### config.mk
export PLATFORM = sky130hd
export DESIGN_NAME = fetch_controller_flat
export DESIGN_NICKNAME = d
export VERILOG_FILES = /design/src/rtl/fetch_controller_if.sv /design/src/rtl/fetch_controller.sv /design/src/flat_wrapper.sv
export SDC_FILE = /design/constraint.sdc
export NUM_CORES = 1
export LEC_CHECK = 0
export BUFFER_PORTS_ARGS = -buffer_cell sky130_fd_sc_hd__buf_2
export CAP_MARGIN = 20
export CELL_PAD_IN_SITES_DETAIL_PLACEMENT = 0
export CELL_PAD_IN_SITES_GLOBAL_PLACEMENT = 1
export CORE_AREA = 8 8 71 97
export DETAILED_ROUTE_END_ITERATION = 10
export DIE_AREA = 0 0 79 105
export PLACE_DENSITY_LB_ADDON = 0.1
export SLEW_MARGIN = 15
export SYNTH_ARGS = -nofsm -noshare
export SYNTH_HDL_FRONTEND = slang
export SYNTH_SLANG_ARGS = --single-unit
### constraint.sdc
create_clock -name clk -period 2.98 [get_ports clk]
set_clock_uncertainty 0.15 [all_clocks]
set_input_delay 0.894 -clock clk [delete_from_list [all_inputs] [get_ports clk]]
set_output_delay 0.894 -clock clk [all_outputs]
set_load 0.01 [all_outputs]
### src/rtl/fetch_controller_if.sv
// Fetch-unit side bus of the fetch controller: address load strobes out,
// registered instruction back.
interface fetch_controller_if #(
    parameter int ADDR_W  = 12,
    parameter int INSTR_W = 16
);
    logic               en_pc;
    logic               en_new_pc;
    logic [ADDR_W-1:0]  new_pc;
    logic [INSTR_W-1:0] instr_in;

    modport master (
        output en_pc,
        output en_new_pc,
        output new_pc,
        input  instr_in
    );

    modport slave (
        input  en_pc,
        input  en_new_pc,
        input  new_pc,
        output instr_in
    );
endinterface

### src/rtl/fetch_controller.sv
// Fetch sequencer: owns the PC and issues every fetch as an explicit address load.
// Optional performance counters are enabled with the FETCH_CTRL_PERF_EN macro.
module fetch_controller #(
    parameter int         ADDR_W      = 12,
    parameter int         INSTR_W     = 16,
    parameter logic [3:0] HALT_OPCODE = 4'hF
) (
    input  logic              clk,
    input  logic              reset,
    input  logic              start,
    input  logic [ADDR_W-1:0] start_pc,
    input  logic              stall,
    input  logic              branch_valid,
    input  logic [ADDR_W-1:0] branch_target,
    input  logic              halt_req,
    fetch_controller_if.master fetch,
    output logic              instr_valid,
    output logic [ADDR_W-1:0] instr_pc,
    output logic              halted
`ifdef FETCH_CTRL_PERF_EN
    ,
    output logic [31:0]       fetch_count,
    output logic [31:0]       stall_count
`endif
);

    localparam logic [1:0] IDLE   = 2'd0;
    localparam logic [1:0] RUN    = 2'd1;
    localparam logic [1:0] HALTED = 2'd2;

    logic [1:0]        state;
    logic [ADDR_W-1:0] pc_q;
    logic              issue;
    logic [ADDR_W-1:0] issue_pc;
    logic              halt_op;

    // Only a live instruction can halt; a stale instr_in is ignored.
    assign halt_op = instr_valid && (fetch.instr_in[INSTR_W-1 -: 4] == HALT_OPCODE);

    always_comb begin
        issue    = 1'b0;
        issue_pc = pc_q;
        if (!reset) begin
            case (state)
                IDLE, HALTED: begin
                    if (start) begin
                        issue    = 1'b1;
                        issue_pc = start_pc;
                    end
                end
                RUN: begin
                    if (halt_req) begin
                        issue = 1'b0;
                    end else if (branch_valid) begin
                        issue    = 1'b1;
                        issue_pc = branch_target;
                    end else if (stall || halt_op) begin
                        issue = 1'b0;
                    end else begin
                        issue = 1'b1;
                    end
                end
                default: issue = 1'b0;
            endcase
        end
    end

    assign fetch.en_pc     = 1'b0;
    assign fetch.en_new_pc = issue;
    assign fetch.new_pc    = issue_pc;

    always_ff @(posedge clk) begin
        if (reset) begin
            state       <= IDLE;
            pc_q        <= '0;
            instr_pc    <= '0;
            instr_valid <= 1'b0;
            halted      <= 1'b0;
        end else begin
            if (issue) begin
                pc_q        <= issue_pc + 1'b1;
                instr_pc    <= issue_pc;
                instr_valid <= 1'b1;
            end
            case (state)
                IDLE, HALTED: begin
                    if (start) begin
                        state  <= RUN;
                        halted <= 1'b0;
                    end else begin
                        instr_valid <= 1'b0;
                    end
                end
                RUN: begin
                    // Stall holds everything, so the halt opcode only fires once consumed.
                    if (halt_req || (!branch_valid && !stall && halt_op)) begin
                        instr_valid <= 1'b0;
                        state       <= HALTED;
                        halted      <= 1'b1;
                    end
                end
                default: begin
                    state       <= IDLE;
                    instr_valid <= 1'b0;
                end
            endcase
        end
    end

`ifdef FETCH_CTRL_PERF_EN
    always_ff @(posedge clk) begin
        if (reset) begin
            fetch_count <= '0;
            stall_count <= '0;
        end else begin
            if (issue && (fetch_count != 32'hFFFF_FFFF)) begin
                fetch_count <= fetch_count + 32'd1;
            end
            if ((state == RUN) && stall && instr_valid && (stall_count != 32'hFFFF_FFFF)) begin
                stall_count <= stall_count + 32'd1;
            end
        end
    end
`endif

endmodule
### src/flat_wrapper.sv
// flat-port wrapper written by rule: the top's interface ports become plain ports
module fetch_controller_flat 
#(
    parameter int         ADDR_W      = 12,
    parameter int         INSTR_W     = 16,
    parameter logic [3:0] HALT_OPCODE = 4'hF
)
  (clk, reset, start, start_pc, stall, branch_valid, branch_target, halt_req, instr_valid, instr_pc, halted, fetch_en_pc, fetch_en_new_pc, fetch_new_pc, fetch_instr_in);
  fetch_controller_if #(.ADDR_W(ADDR_W), .INSTR_W(INSTR_W)) fetch_i ();
  input  logic clk;
  input  logic reset;
  input  logic start;
  input  logic [ADDR_W-1:0] start_pc;
  input  logic stall;
  input  logic branch_valid;
  input  logic [ADDR_W-1:0] branch_target;
  input  logic halt_req;
  output logic instr_valid;
  output logic [ADDR_W-1:0] instr_pc;
  output logic halted;
  output wire logic [$bits(fetch_i.en_pc)-1:0] fetch_en_pc;
  output wire logic [$bits(fetch_i.en_new_pc)-1:0] fetch_en_new_pc;
  output wire logic [$bits(fetch_i.new_pc)-1:0] fetch_new_pc;
  input wire logic [$bits(fetch_i.instr_in)-1:0] fetch_instr_in;
  assign fetch_en_pc = fetch_i.en_pc;
  assign fetch_en_new_pc = fetch_i.en_new_pc;
  assign fetch_new_pc = fetch_i.new_pc;
  assign fetch_i.instr_in = fetch_instr_in;
  fetch_controller #(.ADDR_W(ADDR_W), .INSTR_W(INSTR_W), .HALT_OPCODE(HALT_OPCODE)) u_core (.clk(clk), .reset(reset), .start(start), .start_pc(start_pc), .stall(stall), .branch_valid(branch_valid), .branch_target(branch_target), .halt_req(halt_req), .fetch(fetch_i), .instr_valid(instr_valid), .instr_pc(instr_pc), .halted(halted));
endmodule
==> impl_metrics.ini <==
[logic_synthesis]
ys_seq_area_frac = 0.357
synth-seq-cells = 28
synth_flop_cell = dfxtp_1
synthArstFlopShare = 0
synth_top_area_frac = 0.357
synth_top_area_cell = dfxtp_1
synthTopCellsByArea = dfxtp_1 (36%), a22o_1 (6.7%), o21ai_0 (6.4%)
synth-edff-count = 0
syn-num-nets = 225
syn-cell-area_sq_um = 1570
syn_avg_cell_area_sq_um = 8.83
synth_warnings = 0
synthCells = 178
synth_cell_type_count = 44

[drt]
wl_mm = 5.28
ant_nets = 0
drt_iter0_drc = 40
wl_per_cell_microns = 15.0
drc = 0
drt-pass1-iter-count = 4
routed-via-count = 1673
vias_per_cell = 4.77

[outcome]
violations = setup timing
status = finished with violations

[final_layout]
layout.cells.most_common = buf_2
drive_gt1_frac = 0.491
area_growth_pct = 60.0
most-common-layout-cells = buf_2 (50), buf_4 (45), dfxtp_1 (28), nand2_1 (23)
num_antenna_cells = 0
post-route-util = 0.462
fin_nets = 331
instances_no_fill = 351

[critical_path]
startpoint_type = input port
end_kind = output port
r2r-start = u_core.state[0]
cp_max_fo = 6
critPathKind = input port to output port
cp_data_required_time_ns = 1.94
arrival_ns = 2.05
setup.worst_path.start = start

[place]
routabilityCongestion = 0.755
dp_cells = 332
dp_slack_ns = -0.197
numPortBuffers = 60
dp_hpwl_mm = 4.09

[grt]
grt.overflow.total = 0
grt_max_degree = 17
grt_pass1_vias = 1743
grt_pass1_wl_mm = 8.62
antenna_found_initial = 0
gr-usage-all-layers = 0.127

[clocking]
cts.sinks = 28
cts_buffer_depth = 2
tritoncts = yes
clkTransAtPathRegs_ns = 0.10
cts-root-buf = clkbuf_8
numCtsBuffers = 3
htree_levels = 1
insertion_delay_ns = 0.28

[timing]
fin_ws_ns = -0.113
drv_slew = 0
fmax_mhz = 323
rsz0062_at_grt = true
hold_viol = 0
setup_viol = 10
fin_crit_ns = 3.09
period_share = 1.04

[floorplanning]
ios = 74
die_x_microns = 79
rows = 32
fp.dieH_microns = 105
die_area_sq_um = 8300
initial_core_util = 0.289
coreArea_sq_um = 5450

[power_and_ir_drop]
power.density_nw_per_um2 = 426
peakVddDrop_v = 0.000244
p_leak_nw = 1.14

[run]
maxCapViolCount = 0

[hold_path]
min_path_type = flip-flop to flip-flop
hold_path.startpoint = u_core.pc_q[11]
[kinds of logic (layout without fill, tap and decap cells)]
group                      count (synthesis)  count (layout)  synth area share
AOI/OAI and AO/OA                         57              57             0.281
xor gates and xnor gates                   8               8            0.0446
adders and majority gates                  1               1           0.00796
buffers and inverters                     15             120            0.0557
DFF                                       28              28             0.357
other                                      1               1           0.00239
and+or+nand+nor                           68              68             0.252
[path summary, 6_finish.rpt]
path                                   endpoint  slack (ns)  cells past startpoint
worst min register to register  u_core.pc_q[11]        0.30                      2
worst max-delay path            fetch_new_pc[2]       -0.11                      6
worst max register to register  u_core.pc_q[11]        0.49                     13
worst min-delay path            u_core.pc_q[11]        0.30                      2
[synth_stat cells, types with 2 or more instances]
library cell	n
dfxtp_1	28
nand2_1	24
o21ai_0	20
a22o_1	12
nand2b_1	12
nor2_1	9
nand3_1	6
xnor2_1	6
buf_4	5
a21oi_1	4
a221o_1	4
buf_2	4
clkbuf_1	3
a221o_2	2
a221o_4	2
a22oi_1	2
a32o_1	2
and2_1	2
inv_1	2
nand4_1	2
o21ai_1	2
or2b_1	2
xor2_1	2
[state kept, by name, indices dropped and copies added, names as in the netlist]
signal and count:
u_core.pc_q 12, u_core.instr_pc 12, u_core.instr_valid 1, u_core.halted 1, u_core.state 2
[report_power, final]
part	internal, mW	switching [mW]	total [mW]	leakage [nW]
registers	0.398	0.0182	0.416	0.228
logic	0.191	0.158	0.349	0.874
clock network	0.180	0.125	0.305	0.0357
total	0.769	0.301	1.07	1.14
[final cells by class]
class,instances,area [sq um]
Multi-Input combinational cell,135,978
Timing Repair Buffer,114,811
Clock inverter,1,30.0
Sequential cell,28,561
Inverter,2,7.51
Clock buffer,3,41.3
Tap cell,68,85.1
Fill cell,583,2930
[per-layer routing]
layer	GRT usage	vias up	part of all wire
li1	-	856	-
met1	0.148	767	0.43
met2	0.228	46	0.51
met3	0.0249	4	0.054
met4	0.0239	0	0.0064
met5	0	-	0
[critical path, cell delays in order]
cell and delay, ns:
buf_6 0.07, or2b_1 0.24, and2_4 0.19, buf_12 0.13
a221o_1 0.35, buf_2 0.17
[repair_timing]
item                                    4_1_cts  5_1_grt
cloned                                        0        0
gates resized for setup                      15       15
setup buffers                                12        4
hold buffers                                  0        0
endpoints found under the setup margin       13       15
pin swaps                                    13       10
[per-stage QoR]
stage	total power, mW	setup TNS, ns	instance area, sq um	hold slack (ns)
2_1_floorplan	0.571	0	1580	0.272
3_3_place_gp	0.717	-2.51	2190	0.281
3_5_place_dp	0.717	-2.27	2190	0.290
4_1_cts	1.06	-0.914	2420	0.306
5_1_grt	1.13	-1.48	2510	0.335
6_report	1.07	-0.668	2510	0.302
Power figures use the tool's default switching activity.
